--- src/rtl/router_pkg.sv ---
// router_pkg: header field layout, FSM states and destination decode shared by the input router
package router_pkg;

    localparam int DEST_LSB = 24;
    localparam int DEST_W   = 8;
    localparam int LEN_LSB  = 8;
    localparam int LEN_W    = 16;
    localparam int SEQ_LSB  = 0;
    localparam int SEQ_W    = 8;

    typedef enum logic [1:0] {IDLE, FWD, DROP} state_t;

    typedef struct packed {
        logic              legal;
        logic [DEST_W-1:0] port;
    } dest_t;

    // Destination IDs are 1-based on the wire; port index is dest-1, only meaningful when legal
    function automatic dest_t decode_dest(input logic [DEST_W-1:0] dest, input int num_ports);
        decode_dest.legal = (dest != '0) && (int'(dest) <= num_ports);
        decode_dest.port  = dest - DEST_W'(1);
    endfunction

endpackage

--- src/rtl/router_out_stage.sv ---
// router_out_stage: registered write port towards one output buffer; data is zeroed when not writing
module router_out_stage #(
    parameter int DATA_W = 32
) (
    input  logic              clk,
    input  logic              rst,
    input  logic              wr,
    input  logic              sop,
    input  logic              last,
    input  logic [DATA_W-1:0] data,
    output logic [DATA_W-1:0] out_data,
    output logic              out_wr_en,
    output logic              out_sop,
    output logic              out_last
);

    // One-cycle strobe and qualifiers, all gated by the write so idle ports stay at zero
    always_ff @(posedge clk) begin
        if (rst) begin
            out_data  <= '0;
            out_wr_en <= 1'b0;
            out_sop   <= 1'b0;
            out_last  <= 1'b0;
        end else begin
            out_data  <= wr ? data : '0;
            out_wr_en <= wr;
            out_sop   <= wr && sop;
            out_last  <= wr && last;
        end
    end

endmodule

--- src/rtl/input_router.sv ---
// input_router: steers each ingress packet to one of NUM_PORTS output buffers; DROP_STATS_EN enables drop_cnt
module input_router
    import router_pkg::*;
#(
    parameter int NUM_PORTS = 4,
    parameter int DATA_W    = 32
) (
    input  logic                        clk,
    input  logic                        rst,
    input  logic [DATA_W-1:0]           in_word,
    input  logic                        in_valid,
    output logic                        in_ready,
    input  logic [NUM_PORTS-1:0]        out_full,
    output logic [NUM_PORTS*DATA_W-1:0] out_data,
    output logic [NUM_PORTS-1:0]        out_wr_en,
    output logic [NUM_PORTS-1:0]        out_sop,
    output logic [NUM_PORTS-1:0]        out_last,
    output logic                        busy,
    output logic [15:0]                 drop_cnt
);

    state_t               state, state_n;
    logic [DEST_W-1:0]    cur_port, cur_port_n;
    logic [LEN_W-1:0]     remain, remain_n, len;
    dest_t                hdr;
    logic [NUM_PORTS-1:0] hdr_sel, cur_sel, wr;
    logic                 xfer, long_pkt, sop, last;

    assign hdr      = decode_dest(in_word[DEST_LSB +: DEST_W], NUM_PORTS);
    assign len      = in_word[LEN_LSB +: LEN_W];
    assign long_pkt = len > LEN_W'(1);

    // One-hot port selects for the incoming header and for the packet in flight
    always_comb begin
        hdr_sel = '0;
        cur_sel = '0;
        for (int p = 0; p < NUM_PORTS; p++) begin
            hdr_sel[p] = hdr.legal && (hdr.port == DEST_W'(p));
            cur_sel[p] = cur_port == DEST_W'(p);
        end
    end

    // Reset forces the header rule so in_ready never depends on a stale mid-packet state
    assign in_ready = (rst || state == IDLE) ? !(|(out_full & hdr_sel)) :
                      (state == FWD)         ? !(|(out_full & cur_sel)) : 1'b1;
    assign xfer     = in_valid && in_ready && !rst;
    assign busy     = state != IDLE;

    // Next-state and write request for the accepted word
    always_comb begin
        state_n    = state;
        remain_n   = remain;
        cur_port_n = cur_port;
        wr         = '0;
        sop        = 1'b0;
        last       = 1'b0;
        if (xfer) begin
            case (state)
                IDLE: begin
                    wr   = hdr_sel;
                    sop  = 1'b1;
                    last = !long_pkt;
                    if (long_pkt) begin
                        remain_n   = len - LEN_W'(1);
                        cur_port_n = hdr.legal ? hdr.port : cur_port;
                        state_n    = hdr.legal ? FWD : DROP;
                    end
                end
                FWD: begin
                    wr       = cur_sel;
                    last     = remain == LEN_W'(1);
                    remain_n = remain - LEN_W'(1);
                    state_n  = (remain == LEN_W'(1)) ? IDLE : FWD;
                end
                default: begin
                    remain_n = remain - LEN_W'(1);
                    state_n  = (remain == LEN_W'(1)) ? IDLE : DROP;
                end
            endcase
        end
    end

    // Packet tracking state
    always_ff @(posedge clk) begin
        if (rst) begin
            state    <= IDLE;
            remain   <= '0;
            cur_port <= '0;
        end else begin
            state    <= state_n;
            remain   <= remain_n;
            cur_port <= cur_port_n;
        end
    end

    for (genvar g = 0; g < NUM_PORTS; g++) begin : g_port
        router_out_stage #(.DATA_W(DATA_W)) u_stage (
            .clk      (clk),
            .rst      (rst),
            .wr       (wr[g]),
            .sop      (sop),
            .last     (last),
            .data     (in_word),
            .out_data (out_data[g*DATA_W +: DATA_W]),
            .out_wr_en(out_wr_en[g]),
            .out_sop  (out_sop[g]),
            .out_last (out_last[g])
        );
    end

`ifdef DROP_STATS_EN
    logic [15:0] drop_q;
    logic        drop_inc;

    assign drop_inc = xfer && state == IDLE && !hdr.legal;
    assign drop_cnt = drop_q;

    // Saturating count of illegal headers accepted
    always_ff @(posedge clk) begin
        if (rst)
            drop_q <= '0;
        else if (drop_inc && drop_q != 16'hFFFF)
            drop_q <= drop_q + 16'd1;
    end
`else
    assign drop_cnt = '0;
`endif

endmodule

--- config.mk ---
export PLATFORM = sky130hd
export DESIGN_NAME = input_router
export DESIGN_NICKNAME = d
export VERILOG_FILES = /design/src/rtl/router_pkg.sv /design/src/rtl/router_out_stage.sv /design/src/rtl/input_router.sv
export SDC_FILE = /design/constraint.sdc
export NUM_CORES = 1
export LEC_CHECK = 0
export ABC_CLOCK_PERIOD_IN_PS = 5200
export CAP_MARGIN = 20
export CORE_ASPECT_RATIO = 1.2
export CORE_MARGIN = 2
export CORE_UTILIZATION = 30
export CTS_BUF_LIST = sky130_fd_sc_hd__clkbuf_8
export DETAILED_ROUTE_END_ITERATION = 10
export MAX_ROUTING_LAYER = met4
export SYNTH_ARGS = -nofsm -noshare
export SYNTH_HDL_FRONTEND = slang
export SYNTH_SLANG_ARGS = --single-unit
--- constraint.sdc ---
create_clock -name clk -period 5.2 [get_ports clk]
set_input_delay 0.52 -clock clk [delete_from_list [all_inputs] [get_ports clk]]
set_output_delay 0.52 -clock clk [all_outputs]
set_load 0.02 [all_outputs]
==> report_table.html <==
<table>
<tr><th>Metric</th><th>Value</th></tr>
<tr><th colspan="2">Status</th></tr>
<tr><td>Run status</td><td>finished, final reports clean</td></tr>
<tr><th colspan="2">Critical path</th></tr>
<tr><td>Slowest CP cell</td><td>sky130_fd_sc_hd__clkdlybuf4s50_1</td></tr>
<tr><td>Cell breakdown of the critical path</td><td>clkdlybuf4s50_1 &gt; inv_1 &gt; ha_1 &gt; xnor2_1 &gt; and3_1 &gt; o2111ai_1 &gt; o31a_1 &gt; clkdlybuf4s50_1</td></tr>
<tr><td>RR Endpoint</td><td>g_port[0].u_stage.out_data[15]$_SDFF_PP0_</td></tr>
<tr><td>Most Frequent Cell on Critical Path</td><td>sky130_fd_sc_hd__clkdlybuf4s50_1</td></tr>
<tr><td>Nature of the critical path endpoint</td><td>primary output</td></tr>
<tr><td>Worst path arrival time</td><td>2850 ps</td></tr>
<tr><td>Buffering stage count on the worst path with inverters included</td><td>3</td></tr>
<tr><td>Maximum fanout along the worst path</td><td>8</td></tr>
<tr><td>Kind of start point of the critical path</td><td>input pin</td></tr>
<tr><td>Required time of the worst setup path</td><td>4680 ps</td></tr>
<tr><td>Category of the most critical setup path</td><td>in -&gt; out</td></tr>
<tr><td>Critical path's top delay family</td><td>buffers and inverters</td></tr>
<tr><td>Crit-path max cell delay</td><td>620 ps</td></tr>
<tr><td>FF-to-FF setup slack</td><td>2080 ps</td></tr>
<tr><td>RR Startpoint</td><td>state[1]$_SDFFE_PP0P_</td></tr>
<tr><td>Worst R2R Path Depth</td><td>5</td></tr>
<tr><th colspan="2">Global routing</th></tr>
<tr><td>Total Routing Usage GR</td><td>14.95%</td></tr>
<tr><td>First-pass GRT wire length</td><td>23380 um</td></tr>
<tr><td>Initial antenna violation count</td><td>0</td></tr>
<tr><td>Number of global-route vias before repair</td><td>4118</td></tr>
<tr><td>Remaining global-route overflow</td><td>0</td></tr>
<tr><td>Maximum number of pins on one net before global-route repair</td><td>35</td></tr>
<tr><th colspan="2">CTS</th></tr>
<tr><td>Max clock buf depth</td><td>2</td></tr>
<tr><td>Sink count of the clock tree</td><td>166</td></tr>
<tr><td>Setup repair bufs after CTS</td><td>0</td></tr>
<tr><td>Root Driver</td><td>sky130_fd_sc_hd__clkbuf_8</td></tr>
<tr><td>Clock tree from TritonCTS</td><td>done</td></tr>
<tr><td>Register clock-pin slew on the reported worst setup and hold paths</td><td>90 ps</td></tr>
<tr><td>Num CTS Buffers</td><td>17</td></tr>
<tr><td>Later-pin clock latency in the skew report</td><td>440 ps</td></tr>
<tr><td># H-tree levels</td><td>4</td></tr>
<tr><td>Cts hold-fix bufs</td><td>0</td></tr>
<tr><td>Post_cts resized</td><td>0</td></tr>
<tr><th colspan="2">Power and ir drop</th></tr>
<tr><td>Combinational share of power</td><td>8.9%</td></tr>
<tr><td>Sequential power share</td><td>55.2%</td></tr>
<tr><td>Portion of total power attributed to the clock network</td><td>35.9%</td></tr>
<tr><td>Worst IR drop on VDD</td><td>0.1563 mV</td></tr>
<tr><td>Internal power</td><td>1.727 mW</td></tr>
<tr><td>Sw Pwr</td><td>639.6 uW</td></tr>
<tr><td>Overall power consumption</td><td>2.367 mW</td></tr>
<tr><td>Static Leak</td><td>3.094 nW</td></tr>
<tr><td>Cell Pwr Density</td><td>291.1 nW/um2</td></tr>
<tr><td>Net switching fraction of the power</td><td>27.02%</td></tr>
<tr><th colspan="2">Finish</th></tr>
<tr><td>Non-Filler Cell Area, Final</td><td>8132 um2</td></tr>
<tr><td>Commonest cells after routing, fill and taps aside</td><td>sky130_fd_sc_hd__clkdlybuf4s50_1 (180), sky130_fd_sc_hd__dfxtp_1 (166), sky130_fd_sc_hd__and2_1 (97)</td></tr>
<tr><td>Net count reported at finish</td><td>778</td></tr>
<tr><td>Most common cell after layout, fill and taps aside</td><td>sky130_fd_sc_hd__clkdlybuf4s50_1</td></tr>
<tr><td>Final cell utilization of the core</td><td>41.90%</td></tr>
<tr><td>Fraction of layout cells with a size suffix above 1</td><td>5.930%</td></tr>
<tr><td>Non-filler instance count after layout</td><td>1003</td></tr>
<tr><td>Antenna Diode Count</td><td>0</td></tr>
<tr><td>Area growth syn-to-layout</td><td>38.36%</td></tr>
<tr><th colspan="2">Floorplanning</th></tr>
<tr><td>Number of top-level pins</td><td>197</td></tr>
<tr><td>Overall die width</td><td>131.8 um</td></tr>
<tr><td>Die footprint</td><td>20730 um2</td></tr>
<tr><td>Starting utilization of the core area</td><td>30.28%</td></tr>
<tr><td>Floorplan die height</td><td>157.3 um</td></tr>
<tr><td>Row cnt</td><td>56</td></tr>
<tr><td>Placeable core area</td><td>19410 um2</td></tr>
<tr><th colspan="2">Synth</th></tr>
<tr><td>Number of distinct library cells after synthesis</td><td>49</td></tr>
<tr><td>Post-synthesis sequential area ratio</td><td>56.55%</td></tr>
<tr><td>Register bit count reported by yosys</td><td>166</td></tr>
<tr><td>Most common flop cell mapped by yosys</td><td>sky130_fd_sc_hd__dfxtp_1</td></tr>
<tr><td>Mean Syn Cell Area</td><td>10.38 um2</td></tr>
<tr><td>Post-synthesis instance area</td><td>5877 um2</td></tr>
<tr><td>Asr flop ratio synth</td><td>0%</td></tr>
<tr><td>Number of standard cells after synthesis</td><td>566</td></tr>
<tr><td>Count of warnings emitted by yosys</td><td>0</td></tr>
<tr><td>Number of enable flip-flop cells after synthesis</td><td>0</td></tr>
<tr><th colspan="2">Job</th></tr>
<tr><td>Max-Cap Viols</td><td>0</td></tr>
<tr><th colspan="2">Timing</th></tr>
<tr><td>Post-Route Hold Slack</td><td>473.3 ps</td></tr>
<tr><td>PnR worst setup slack</td><td>1835 ps</td></tr>
<tr><td>Post-Route Skew</td><td>13.09 ps</td></tr>
<tr><td>Transition time of the tightest slew-check pin</td><td>773.5 ps</td></tr>
<tr><td>RSZ-0062 raised after global routing</td><td>no</td></tr>
<tr><td>Final Critical Period</td><td>3365 ps</td></tr>
<tr><td>Final hold violation count</td><td>0</td></tr>
<tr><td>Slew headroom</td><td>48.24%</td></tr>
<tr><td>Fin crit share</td><td>64.71%</td></tr>
<tr><td>F_max</td><td>297.2 MHz</td></tr>
<tr><td>Final sum of negative setup slack</td><td>0 ps</td></tr>
<tr><td>Max-slew violation total from the final report</td><td>0</td></tr>
<tr><td>Endpoints failing setup</td><td>0</td></tr>
<tr><th colspan="2">Hold path</th></tr>
<tr><td>Hold depth</td><td>1</td></tr>
<tr><td>Worst hold path endpoint</td><td>cur_port[6]$_SDFFE_PP0P_</td></tr>
<tr><td>Source of the worst hold timing path</td><td>cur_port[6]$_SDFFE_PP0P_</td></tr>
<tr><td>Min-delay worst type</td><td>reg -&gt; reg</td></tr>
<tr><th colspan="2">Placement</th></tr>
<tr><td>Post-detail-place hpwl</td><td>10660 um</td></tr>
<tr><td>Post-Place Worst Slack</td><td>1572 ps</td></tr>
<tr><td>Count of port buffers added during placement</td><td>180</td></tr>
<tr><td>Total placed instance area</td><td>7770 um2</td></tr>
<tr><td>RD Place Congestion</td><td>0.7683</td></tr>
<tr><td>Inst Count DP</td><td>972</td></tr>
<tr><th colspan="2">Drt</th></tr>
<tr><td>Post-route antenna net violation count</td><td>0</td></tr>
<tr><td>Routed WL</td><td>15080 um</td></tr>
<tr><td>Routed wire per std cell</td><td>15.04 um</td></tr>
<tr><td>Violation count after the first detailed-routing iteration</td><td>359</td></tr>
<tr><td>Via Count</td><td>4359</td></tr>
<tr><td>Residual DRC count</td><td>0</td></tr>
<tr><td>Post-detailed-route via-to-cell ratio</td><td>4.346</td></tr>
<tr><td>Drt first pass iters</td><td>6</td></tr>
</table>
worst max path at each step:
stage / from / to / slack (ps) / cells past startpoint
5_1_grt: in_word[24] / in_ready / 1690 / 8
4_1_cts: in_word[24] / in_ready / 1830 / 8
6_report: in_word[24] / in_ready / 1830 / 8
3_3_place_gp: in_word[18] / remain[10]$_SDFFE_PP0P_ / 1650 / 7
2_1_floorplan: in_word[16] / remain[11]$_SDFFE_PP0P_ / 2400 / 8
3_5_place_dp: in_word[24] / g_port[0].u_stage.out_data[15]$_SDFF_PP0_ / 1570 / 9
per-layer routing:
layer | track usage, % | wire length, um
met5 | - | 0
met4 | 6.004 | 279
met1 | 17.02 | 6500
met3 | 3.027 | 632
met2 | 25.90 | 7668
state kept, by name (all words and copies together), names as in the netlist:
name,flops
remain,16
g_port.u_stage.out_data,128
state,2
g_port.u_stage.out_last,4
cur_port,8
g_port.u_stage.out_wr_en,4
g_port.u_stage.out_sop,4
kinds of logic after synthesis:
family / count (synthesis) / synth area share [%]
AND/OR/NAND/NOR: 226 / 22.12
flip-flops: 166 / 56.55
XOR/XNOR: 18 / 2.683
other: 1 / 0.06381
AO/OA/AOI/OAI: 72 / 9.048
multiplexers: 3 / 0.7239
buffers and inverters: 71 / 6.898
adder cells (fa/ha/maj): 9 / 1.916
final cells by class:
| cell class | count | area, um2 |
|---|---|---|
| Inverter | 18 | 67.56 |
| Clock buffer | 18 | 247.7 |
| Fill cell | 1894 | 11280 |
| Clock inverter | 13 | 113.9 |
| Tap cell | 261 | 326.6 |
| Timing Repair Buffer | 183 | 1824 |
| Multi-Input combinational cell | 344 | 2228 |
| Sequential cell | 166 | 3323 |
power by group through the flow:
stage,Sequential (mW),Clock (mW),Combinational (mW)
4_1_cts,1.31,0.883,0.211
5_1_grt,1.31,0.942,0.233
2_1_floorplan,1.33,0,0.144
3_3_place_gp,1.33,0,0.209
3_5_place_dp,1.34,0,0.210
6_report,1.31,0.850,0.211
synthesized netlist by cell type, drive strengths merged, types with 2 or more instances:
library cell  number  area, um2
dfxtp            166       3323
o22ai              5      31.28
nor2b             32      200.2
a21oi              5      25.02
ha                 9      112.6
a32o              13      130.1
nor2              29      108.9
o32ai              3      26.28
or3                4      25.02
o21ai             18      90.09
and3               4      25.02
nor3              12      60.06
and2              98      615.6
inv               18      67.56
a22oi              2      15.01
a21o               2      15.01
buf               32      259.0
nor4               6      37.54
o41ai              3      26.28
nand3             11      55.05
xor2               9      78.83
mux2i              2      20.02
a31oi              3      18.77
o21a               5      37.54
nand3b             2      15.01
a211oi             3      22.52
clkbuf            21      78.83
o31a               2      17.52
nand2             17      63.81
nor4b              2      17.52
or4                7      63.81
xnor2              9      78.83
(Power assumes the default switching activity.)
